`src/rtl/booth_mult_seq_pkg.sv`:
```
// Shared definitions for the radix-2 Booth sequential multiplier:
// controller state encoding, Booth recode values and counter sizing.
package booth_mult_seq_pkg;

    typedef enum logic [1:0] {
        ST_IDLE = 2'd0,
        ST_RUN  = 2'd1,
        ST_DONE = 2'd2
    } state_t;

    // Booth recode of {Q[0], q1}; 00 and 11 mean "shift only"
    localparam logic [1:0] BOOTH_ADD = 2'b01;
    localparam logic [1:0] BOOTH_SUB = 2'b10;

    function automatic int count_width(input int width);
        return (width > 2) ? $clog2(width) : 1;
    endfunction

endpackage

```
`src/rtl/adder_subtractor_signed_dut.sv`:
```
// Signed two's-complement adder/subtractor: sum = x + y, or x - y when add_n = 1
// (inverted y plus carry-in), with carry-out and signed overflow flags.
module adder_subtractor_signed_dut #(
    parameter int WIDTH = 5
) (
    input  logic [WIDTH-1:0] x,
    input  logic [WIDTH-1:0] y,
    input  logic             add_n,
    output logic [WIDTH-1:0] sum,
    output logic             carry_out,
    output logic             overflow
);

    logic [WIDTH-1:0] y_eff;

    assign y_eff = y ^ {WIDTH{add_n}};
    assign {carry_out, sum} = {1'b0, x} + {1'b0, y_eff} + {{WIDTH{1'b0}}, add_n};

    // Overflow when both effective operands share a sign the result does not
    assign overflow = (x[WIDTH-1] == y_eff[WIDTH-1]) && (sum[WIDTH-1] != x[WIDTH-1]);

endmodule

```
`src/rtl/booth_mult_seq.sv`:
```
// Sequential WIDTH x WIDTH signed multiplier: one radix-2 Booth step per clock
// through a shared WIDTH+1 bit add/sub unit, with a one-cycle done pulse.
module booth_mult_seq
    import booth_mult_seq_pkg::*;
#(
    parameter int WIDTH = 4
) (
    input  logic               clk,
    input  logic               rst,
    input  logic               start,
    input  logic [WIDTH-1:0]   a,
    input  logic [WIDTH-1:0]   b,
    output logic               busy,
    output logic               done,
    output logic [2*WIDTH-1:0] product
);

    localparam int CW = count_width(WIDTH);
    localparam logic [CW-1:0] LAST = CW'(WIDTH - 1);

    state_t           state;
    logic [WIDTH:0]   m;
    logic [WIDTH:0]   acc;
    logic [WIDTH-1:0] q;
    logic             q1;
    logic [CW-1:0]    count;

    logic [1:0]       code;
    logic             add_n;
    logic [WIDTH:0]   sum;
    logic             carry;
    logic             ovf;
    logic [WIDTH:0]   step;
    logic [WIDTH:0]   acc_next;
    logic [WIDTH-1:0] q_next;
    logic             unused_carry;

    assign code  = {q[0], q1};
    assign add_n = (code == BOOTH_SUB);

    adder_subtractor_signed_dut #(
        .WIDTH (WIDTH + 1)
    ) u_addsub (
        .x         (acc),
        .y         (m),
        .add_n     (add_n),
        .sum       (sum),
        .carry_out (carry),
        .overflow  (ovf)
    );

    assign unused_carry = carry;

    assign step     = (code == BOOTH_ADD || code == BOOTH_SUB) ? sum : acc;
    assign acc_next = {step[WIDTH], step[WIDTH:1]};
    assign q_next   = {step[0], q[WIDTH-1:1]};

    // DONE behaves like IDLE for start acceptance, giving back-to-back operation
    always_ff @(posedge clk or posedge rst) begin
        if (rst) begin
            state   <= ST_IDLE;
            busy    <= 1'b0;
            done    <= 1'b0;
            product <= '0;
            m       <= '0;
            acc     <= '0;
            q       <= '0;
            q1      <= 1'b0;
            count   <= '0;
        end else begin
            case (state)
                ST_RUN: begin
                    acc   <= acc_next;
                    q     <= q_next;
                    q1    <= q[0];
                    count <= count + CW'(1);
                    if (count == LAST) begin
                        product <= {acc_next[WIDTH-1:0], q_next};
                        done    <= 1'b1;
                        busy    <= 1'b0;
                        state   <= ST_DONE;
                    end
                end
                default: begin
                    done <= 1'b0;
                    if (start) begin
                        m     <= {a[WIDTH-1], a};
                        acc   <= '0;
                        q     <= b;
                        q1    <= 1'b0;
                        count <= '0;
                        busy  <= 1'b1;
                        state <= ST_RUN;
                    end else begin
                        state <= ST_IDLE;
                    end
                end
            endcase
        end
    end

    // The WIDTH+1 bit datapath makes every Booth step overflow-free
    no_step_overflow: assert property (@(posedge clk) disable iff (rst)
        (state == ST_RUN) |-> !ovf);

endmodule

```
`config.mk`:
```
export PLATFORM = sky130hd
export DESIGN_NAME = booth_mult_seq
export DESIGN_NICKNAME = d
export VERILOG_FILES = /design/src/rtl/booth_mult_seq_pkg.sv /design/src/rtl/adder_subtractor_signed_dut.sv /design/src/rtl/booth_mult_seq.sv
export SDC_FILE = /design/constraint.sdc
export NUM_CORES = 1
export LEC_CHECK = 0
export CORE_MARGIN = 3
export CORE_UTILIZATION = 40
export CTS_CLUSTER_SIZE = 24
export DETAILED_ROUTE_END_ITERATION = 10
export GPL_TIMING_DRIVEN = 1
export PLACE_DENSITY = 0.75
export SYNTH_ARGS = -nofsm -noshare
export SYNTH_HDL_FRONTEND = slang
export SYNTH_HIERARCHICAL = 1
export SYNTH_SLANG_ARGS = --single-unit
export TNS_END_PERCENT = 30
```
`constraint.sdc`:
```
create_clock -name clk -period 2.3 [get_ports clk]
set_clock_uncertainty 0.1 [all_clocks]
set_input_delay 0.46 -clock clk [delete_from_list [all_inputs] [get_ports clk]]
set_output_delay 0.46 -clock clk [all_outputs]
set_load 0.02 [all_outputs]
```
# Yosys cells after proc, flatten, opt, wreduce, memory -nomap -nowiden
# Cells that the tools add are included.
totals:
  out_inout_bits: 10
  regBits: 28
  word_cells: 41
classes:
  bitwise: 2
  add_sub_neg: 3
  eq_ne: 5
  reduce_logical: 5
  muxes: 17
ops:
  columns: ["op", "n"]
  rows:
  - ["$mux W5", 3]
  - ["$mux W1", 8]
  - ["$mux W2", 4]
  - ["$mux W4", 2]
  - ["$reduce_and A2 Y1", 3]
  - ["$add A5 B1 Y5", 1]
  - ["$add A5 B5 Y5", 1]
  - ["$xor A5 B5 Y5", 1]
  - ["$eq A2 B1 Y1 const B", 2]
  - ["$eq A2 B2 Y1 const B", 2]
  - ["$add A2 B1 Y2 const B", 1]
  - ["$ne A2 B2 Y1 const B", 1]
  - ["$reduce_bool A2 Y1", 1]
  - ["$logic_or A1 B1 Y1", 1]
  - ["$not A1 Y1", 1]

# Longest topological paths before layout
# Gate-level depths: netlist (run 1).
logic_depth:
  ltp_word: 6
  mapped_depth: 12
  depth_no_buf: 11

# Modules after synthesis
# Netlist (run 1), hierarchy kept.
modules_own_cells:
  columns: ["mod", "cells_each", "area_each_um2", "instances"]
  rows:
  - ["booth_mult_seq", 93, 1149.9, 1]
  - ["adder_subtractor_signed_dut", 32, 269.0, 1]

# Worst setup path before layout (run 1)
# No wires, ideal clock.
synth_path:
  kind: "register to register"
  from: "register q[0]"
  to: "register acc[3]"
  required_time_ps: 2136
  setup_ps: 64
  arrival_time_ps: 2081
  path_stages_with_launch: 12
  setup_slack_ps: 55
  cell_sequence: "dfrtp_1 ha_1 buf_6 xor2_1 inv_1 fa_1 nand2b_1 a22oi_2 xor2_1 nand2b_1 a21oi_1 a21o_1"
synth_via:
  elab_chain_len: 6
  elab_cells_between_ends: 8
  cone_classes: "add/sub: 2; eq/ne: 2; mux: 2; bitwise: 1; reduce/logical: 1"
synth_lines:
  columns: ["item", "line_no", "text"]
  rows:
  - ["start, declared", "booth_mult_seq.sv:24", "logic [WIDTH-1:0] q;"]
  - ["start signal, assigned", "booth_mult_seq.sv:74", "q <= q_next;"]
  - ["$eq A2 B2 Y1 *", "booth_mult_seq.sv:39", "assign add_n = (code == BOOTH_SUB);"]
  - ["named net add_n", "booth_mult_seq.sv:29", "logic add_n;"]
  - ["$xor A5 B5 Y5", "adder_subtractor_signed_dut.sv:16", "assign y_eff = y ^ {WIDTH{add_n}};"]
  - ["$add A5 B5 Y5", "adder_subtractor_signed_dut.sv:17", "assign {carry_out, sum} = {1'b0, x} + {1'b0, y_eff} + {{WIDTH{1'b0}}, add_n};"]
  - ["$add A5 B1 Y5 *", "adder_subtractor_signed_dut.sv:17", null]
  - ["named net sum[4]", "booth_mult_seq.sv:30", "logic [WIDTH:0] sum;"]
  - ["$mux W5 *", "booth_mult_seq.sv:54", "assign step = (code == BOOTH_ADD || code == BOOTH_SUB) ? sum : acc;"]
  - ["$mux W5 *", "booth_mult_seq.sv:71", "case (state)"]
  - ["end signal, assigned", "booth_mult_seq.sv:73", "acc <= acc_next;"]
  - ["end, declared", "booth_mult_seq.sv:23", "logic [WIDTH:0] acc;"]
# The timed path passes the listed nets; every way through them passes the cells marked *.
# A chain may end at the register's enable or synchronous reset.

# Worst setup path in the final report (run 1)
layout_path:
  from: "register q[0]"
  to: "register acc[2]"
# The elaborated chain is that of the path after synthesis.

==> results.md, run 1 <==
- Status: completed
- Die Ht: between 60 and 70 um
- Leakage power: about 0.77 nW
- Cts bufs inserted: 3
- Cell Count, Final, Fillers Out: roughly 180
- Largest stage delay, worst path: 0.44 ns
- CP max FO: 4
- Fin. Hold Viols: 0
- Post-Syn Area: 1370 um2
- Max Fclk: 0.460 GHz
- Buf/Inv on CP: 1
- Gr usage total: 0.136
- Post-Route M1 WL: about 1000 um
- Worst Setup Path Type: flop to flop
- Nets: 159
- FP Rows: 20
- Final ANT Viol Nets: 0
- RSZ-0062 raised after global routing: true
- Number of setup buffers added after CTS: 0
- CTS max path bufs: 2
- Share of cells above drive strength 1: 0.173
- Ys Warns: 6
- Slowest stage cell, crit path: dfrtp_1
- Slew Viols, Final: 0
- Top Family by Delay on Critical Path: adder cells
- Port bufs: 20
- Crit path time final: between 2 and 2.5 ns
- Die area: 4160 um2
- # Max-Cap Violations: 0
- Worst path arrival time: 2.28 ns
- CP startpoint kind: flop
- Mean Syn Cell Area: 11.5 um2
- Gp weighted congestion: 0.861
- Global-route wire length before repair: 4400 um
- Ant diodes: 0
- Post-layout util: 0.522
- Initial DRC count: 33
- Setup tns final: 0 ns
- Dpl hpwl: 1770 um
- Die width: ~65 um
- DR vias: 895
- Worst skew pair latency: 0.32 ns
- Post-Syn Nets: 137
- Worst slew margin: 0.664
- Final setup vio count: 0
- Crit. End Element: flop
- I/O pin count: 21
- CTS tree: done
- Final WS setup: roughly 0.12 ns
- Vias per inst: 4.89
- H-Tree Depth: 1
- Pin count of the biggest net entering global routing: 27
- Clock-pin slew of the registers on the worst-case setup and hold paths: 0.13 ns
- Vias in the first global route: around 960
- Power density over cell area: 1590 nW/um2
- Core footprint: 3150 um2
- Post-place setup slack: -0.00776 ns
- Post-route cell area: 1650 um2
- Hold crit path type: input port to async pin
- Post-Route WL: 2320 um
- WL met2: 1120 um
- Area Growth Syn to Fin: 20.1%
- Drt wl/cell: 12.7 um
- Peak VDD IR: 0.577 mV
- Total power: 2.61 mW
- Congestion Overflow GR: 0
- Max Used Layer: met4
- Post-Syn Instances: 119
- Worst-Margin Slew: approximately 0.50 ns
- CP Cell Sequence: ha_4 -> buf_4 -> xor2_1 -> ha_1 -> a21oi_1 -> o21ai_1 -> xnor2_1 -> mux2i_1 -> o21ai_0
- Final period utilization: 0.946
- Dpl cells: 180
- WHS: roughly 0.37 ns
- Drc violations: 0
- Initial antenna violation count: 0
- Drt pass-1 iters: 4
- Clock Sink Count: 26
- Hold Buf Count CTS: 0
- CTS root buffer: clkbuf_4
- DR WL met3: 101 um
- Initial Util: 0.435
- Post-DP Area: 1600 um2
- CP Data Required Time: approximately 2.4 ns
## worst min-delay path: stages
cell and delay, ns:
clkdlybuf4s50_1 0.39, inv_1 0.05, buf_4 0.30
## path summary, 6_finish.rpt
check / startpoint / depth (start not counted) / endpoint / slack [ns]
worst min-delay path: rst / 3 / product[6] / 0.37
min in group clk: product[4] / 2 / product[4] / 0.40
worst max register to register: q[0] / 9 / acc[2] / 0.12
worst min register to register: product[4] / 2 / product[4] / 0.40
worst max-delay path: q[0] / 9 / acc[2] / 0.12
max in group asynchronous: rst / 3 / q[1] / 1.49
## timing repair
item	4_1_cts	5_1_grt
gates resized for setup	3	4
pin swaps	1	0
endpoints found under the setup margin	1	3
## area by class of cell
| class | count | area (um2) |
|---|---|---|
| fill | 298 | 1510 |
| inverter | 8 | 30.0 |
| clock buffer | 3 | 22.5 |
| multi-input combinational | 79 | 664 |
| sequential | 26 | 651 |
| timing repair buffer | 23 | 223 |
| tap | 44 | 55.1 |
## state kept, by name, summed over array words and instances, names as in the netlist
name,count
busy,1
product,8
state,2
q1,1
count,2
q,4
acc,4
m,4
## routing by layer
layer | vias to the layer above | global-route usage
met5 | - | 0
met4 | 0 | 0.0712
met3 | 5 | 0.0225
met2 | 19 | 0.227
met1 | 433 | 0.167
li1 | 438 | -
## report_power, final
group	leakage, nW	internal [mW]	switching [mW]
Combinational	0.441	0.785	0.784
Clock	0.0138	0.0615	0.130
Sequential	0.319	0.680	0.170
## cell usage in the layout (no fill, tap or decap)
master           count
dfrtp_1             26
clkdlybuf4s50_1     20
nand2_1             12
o21ai_0              9
mux2i_1              7
inv_1                7
mux2_4               5
ha_1                 5
xor2_1               5
nand3b_1             4
nor2_1               4
a21oi_1              4
nand2b_1             3
mux2_2               3
clkbuf_4             3
buf_4                3
o21ai_1              2
xnor2_1              2
and2b_1              1
a21oi_2              1
a21o_1               1
nand2_4              1
nand3b_4             1
inv_2                1
o31ai_2              1
nor2b_1              1
a211oi_1             1
a31oi_1              1
ha_4                 1
xor2_2               1
mux2i_2              1
a22oi_2              1
fa_2                 1
Power figures use the tool's default switching activity.
==> inputs of run 2 (changes only) <==
--- a/config.mk
+++ b/config.mk
@@ -11,6 +11,7 @@
 export DETAILED_ROUTE_END_ITERATION = 10
 export GPL_TIMING_DRIVEN = 1
 export PLACE_DENSITY = 0.75
+export SETUP_SLACK_MARGIN = 0.05
 export SYNTH_ARGS = -nofsm -noshare
 export SYNTH_HDL_FRONTEND = slang
 export SYNTH_HIERARCHICAL = 1
==> run 2 against run 1 <==
Effect of this change: sequential power barely moved; total power barely moved; routed wire length rose by 0.22%; cell area did not move; non-clock buffer count did not move; maximum frequency fell by 0.63%; cell count did not move; combinational power barely moved; hold slack improved by 0.0027 ns; register-to-register slack barely moved; critical path depth did not move; largest power group unchanged.
==> results.md, run 2 (synthesis gave the netlist of run 1 again) <==
- Reg2reg setup slack: around 0.11 ns
- Top reg by flops: product
- Clock-pin slew of the registers on the worst-case setup and hold paths: 0.13 ns
- Slew Viols, Final: 0
- Status: completed
- Peak VDD IR: slightly below 0.6 mV
- CP max FO: 4
- Drc violations: 0
- Cts bufs inserted: 3
- Reg area: around 650 um2
- Worst-Margin Slew: 0.515 ns
- DR WL met3: 101 um
- CP Data Required Time: 2.40 ns
- # Max-Cap Violations: 0
- Hold crit path type: input port to async pin
- Congestion Overflow GR: 0
- Fillers: 298
- I/O pin count: 21
- Pin count of the biggest net entering global routing: 27
- Core footprint: 3150 um2
- Initial Util: 0.435
- Global-route wire length before repair: between 4000 and 5000 um
- Final period utilization: 0.952
- CTS max path bufs: 2
- Gp weighted congestion: between 0.8 and 0.9
- Post-layout util: 0.522
- Initial DRC count: 32
- H-Tree Depth: 1
- Final setup vio count: 0
- Post-DP Area: 1600 um2
- WL met2: between 1000 and 1500 um
- CTS tree: done
- FP Rows: 20
- Multi-input logic area: 664 um2
- Post-Route WL: 2330 um
- CTS root buffer: clkbuf_4
- Vias in the first global route: around 960
- Dpl hpwl: 1770 um
- Power density over cell area: between 1500 and 2000 nW/um2
- CP startpoint kind: flop
- Number of setup buffers added after CTS: 0
- Die Ht: 64.5 um
- Initial antenna violation count: 0
- WHS: 0.375 ns
- Worst skew pair latency: 0.32 ns
- DR vias: a little under 900
- Clock Sink Count: 26
- Max Fclk: around 0.46 GHz
- Gr usage total: 0.136
- Die width: approximately 65 um
- Leakage power: 0.774 nW
- Total power: 2.61 mW
- Crit path time final: between 2 and 2.5 ns
- Worst slew margin: 0.656
- Post-Route M1 WL: 1050 um
- Fin. Hold Viols: 0
- RSZ-0062 raised after global routing: true
- Crit. End Element: flop
- Commonest non-fill, non-tap cells in the layout: 26 x dfrtp_1, 20 x clkdlybuf4s50_1, 12 x nand2_1, 9 x o21ai_0
- Max Used Layer: met4
- Vias per inst: 4.84
- Most common cell after layout, fill and taps aside: dfrtp_1
- Share of cells above drive strength 1: 0.173
- Die area: 4160 um2
- Port bufs: 20
- Drt pass-1 iters: 3
- Drt wl/cell: between 10 and 15 um
- Post-route cell area: roughly 1600 um2
- Worst Setup Path Type: flop to flop
- Nets: 159
- Worst path arrival time: 2.29 ns
- Area Growth Syn to Fin: 20.1%
- Final ANT Viol Nets: 0
- Ant diodes: 0
- Max reg flops: 8
## run 2: cell counts in the layout (fill, tap and decap cells not counted)
Identical to the previous run, type by type.
## run 2: report_power, final
group | internal [mW] | leakage [nW] | switching (mW) | total, mW
clock | 0.0615 | 0.0138 | 0.129 | 0.190
combinational | 0.785 | 0.441 | 0.787 | 1.57
sequential | 0.680 | 0.319 | 0.170 | 0.851
## run 2: metal layers
layer,global-route usage,vias to the layer above
li1,-,439
met5,0,-
met3,0.0225,5
met4,0.0712,0
met2,0.227,19
met1,0.167,423
## run 2: cell type report
class | instances | share of cell area
clock buffer | 3 | 0.0137
inverter | 8 | 0.0183
multi-input combinational | 79 | 0.404
sequential | 26 | 0.395
tap | 44 | 0.0335
timing repair buffer | 23 | 0.135
## run 2: what timing repair did
action / 4_1_cts / 5_1_grt
hold buffers: 0 / 0
hold endpoints to repair: 0 / 0
pin swaps: 1 / 2
gates resized for setup: 4 / 3
setup endpoints to repair: 2 / 4
## run 2: path summary, 6_finish.rpt
check	cells past startpoint	endpoint	startpoint
setup / recovery	9	acc[2]	q[0]
hold / removal	3	product[6]	rst
setup reg to reg	9	acc[2]	q[0]
hold reg to reg	2	product[4]	product[4]
max in group asynchronous	3	q[0]	rst
min in group clk	2	product[4]	product[4]
## run 2: critical path, cell delays in order (launching register included)
cell,delay [ns]
dfrtp_1,0.44
ha_4,0.19
buf_4,0.15
xor2_1,0.16
ha_1,0.35
a21oi_1,0.14
o21ai_1,0.09
xnor2_1,0.13
mux2i_1,0.21
o21ai_0,0.11
## run 2: through the flow
step | instances | setup WS (ns) | TNS, ns
after detailed placement | 180 | -0.00776 | -0.00776
after global placement | 180 | 0.0827 | 0
after floorplan | 119 | 0.0877 | 0
after global routing | 183 | -0.0200 | -0.0200
after CTS | 183 | 0.0727 | 0
final | 183 | 0.110 | 0
==> inputs of run 3 (changes only) <==
--- a/config.mk
+++ b/config.mk
@@ -5,7 +5,7 @@
 export SDC_FILE = /design/constraint.sdc
 export NUM_CORES = 1
 export LEC_CHECK = 0
-export CORE_MARGIN = 3
+export CORE_ASPECT_RATIO = 0.75
 export CORE_UTILIZATION = 40
 export CTS_CLUSTER_SIZE = 24
 export DETAILED_ROUTE_END_ITERATION = 10
==> run 3 against run 2 <==
Effect of this change: routed wire length grew 7.6%; setup slack gained 0.0056 ns; die area shrank 12%; maximum frequency grew 0.26%; critical path type unchanged; clock power grew 31%; combinational power grew 15%.
==> results.md, run 3 (synthesis gave the netlist of run 1 again) <==
- CTS tree: done
- Initial DRC count: 40
- Final period utilization: 0.950
- Final ANT Viol Nets: 0
- Dpl hpwl: 1780 um
- Die width: a little under 70 um
- Initial antenna violation count: 0
- Gr usage total: 0.151
- I/O pin count: 21
- RSZ-0062 raised after global routing: true
- Leakage power: 0.815 nW
- Core footprint: 3290 um2
- Post-Route WL: about 2500 um
- Hold crit path type: flop to flop
- Multi-input logic area: 692 um2
- Crit path time final: 2.18 ns
- Fin. Hold Viols: 0
- Clock-pin slew of the registers on the worst-case setup and hold paths: 0.08 ns
- Fillers: 280
- Most common cell after layout, fill and taps aside: dfrtp_1
- Area Growth Syn to Fin: 26.1%
- Clk network pwr share: 0.086
- CP Data Required Time: 2.41 ns
- Die Ht: 52.7 um
- Reg area: about 650 um2
- Final setup vio count: 0
- Peak VDD IR: 0.563 mV
- Vias in the first global route: approximately 900
- Ant diodes: 0
- Drt wl/cell: 13.6 um
- Nets: between 150 and 200
- Clock Sink Count: 26
- Pin count of the biggest net entering global routing: 27
- Sw Pwr: approximately 1.2 mW
- H-Tree Depth: 1
- Share of cells above drive strength 1: 0.222
- Die area: roughly 3700 um2
- Cts bufs inserted: 3
- Post-DP Area: 1600 um2
- CTS root buffer: clkbuf_8
- Drc violations: 0
- DR vias: 902
- Top reg by flops: product
- Drt pass-1 iters: 4
- Switching Fraction: 0.405
- Commonest non-fill, non-tap cells in the layout: 26 x dfrtp_1, 20 x clkdlybuf4s50_1, 12 x nand2_1, 10 x o21ai_0
- Gp weighted congestion: just under 0.9
- Power density over cell area: 1690 nW/um2
- Post-route cell area: 1730 um2
- CTS max path bufs: 2
- # Max-Cap Violations: 0
- Congestion Overflow GR: 0
- Port bufs: 20
- Max Fclk: 0.458 GHz
- Vias per inst: between 4 and 5
- Worst path arrival time: 2.29 ns
- Max reg flops: 8
- CP startpoint kind: flop
- CP max FO: 3
- FP Rows: 18
- Comb power frac: 0.621
- Worst-Margin Slew: 0.480 ns
- Initial Util: 0.417
- WHS: 0.381 ns
- P_int: 1.73 mW
- Setup tns final: 0 ns
- Slew Viols, Final: 0
- Worst skew pair latency: 0.26 ns
- Seq pwr share: 0.293
- Worst Setup Path Type: flop to flop
- Crit. End Element: flop
- Global-route wire length before repair: 4210 um
- Worst slew margin: 0.680
- Status: completed
run 3: path summary, 6_finish.rpt:
kind / start / end / slack, ns / cells past startpoint
worst min register to register: product[6] / product[6] / 0.38 / 2
worst max-delay path: q1 / acc[3] / 0.12 / 11
max in group asynchronous: rst / m[3] / 1.41 / 3
worst max register to register: q1 / acc[3] / 0.12 / 11
min in group asynchronous: rst / q[2] / 0.45 / 3
worst min-delay path: product[6] / product[6] / 0.38 / 2
run 3: area by class of cell:
type / count / share of cell area
inverters: 8 / 0.0174
clock buffers: 3 / 0.0239
well taps: 40 / 0.0290
multi-input cells: 79 / 0.400
flip-flops and latches: 26 / 0.377
repair buffers: 28 / 0.153
run 3: metal layers:
layer / wire length, um / global-route usage / vias to the layer above
met2: 1190 / 0.254 / 21
met3: 76 / 0.0327 / 2
met5: 0 / 0 / -
li1: - / - / 446
met4: 19 / 0.0442 / 0
met1: 1220 / 0.197 / 433
run 3: timing repair:
item / 4_1_cts / 5_1_grt
pin swaps: 1 / 6
gates cloned: 0 / 0
endpoints found under the setup margin: 2 / 4
resized for setup: 3 / 8
setup buffers: 2 / 2
hold buffers: 0 / 0
endpoints found under the hold margin: 0 / 0
run 3: through the flow:
step / total power, mW / utilization / instances / worst slack [ns]
3_3_place_gp: 2.33 / 0.486 / 177 / 0.116
2_1_floorplan: 2.02 / - / 119 / 0.0877
5_1_grt: 3.18 / 0.525 / 184 / -0.0531
4_1_cts: 2.76 / 0.507 / 182 / 0.0911
3_5_place_dp: 2.41 / 0.486 / 177 / 0.00826
6_report: 2.91 / 0.525 / 184 / 0.116
run 3: critical path, cell delays in order, from the launching register on:
cell and delay (ns):
dfrtp_1 0.39, inv_2 0.08, ha_4 0.16, xor2_2 0.17, inv_1 0.07, fa_2 0.35
nand2b_4 0.16, a22oi_2 0.16, xor2_1 0.16, nand2b_1 0.11, a21oi_2 0.12, a21o_1 0.09
run 3: power by group through the flow:
stage / clock, mW / combinational, mW / sequential, mW
finish: 0.249 / 1.81 / 0.853
global route: 0.277 / 2.02 / 0.885
CTS: 0.254 / 1.65 / 0.851
detailed placement: 0 / 1.56 / 0.854
global placement: 0 / 1.49 / 0.844
floorplan: 0 / 1.11 / 0.914
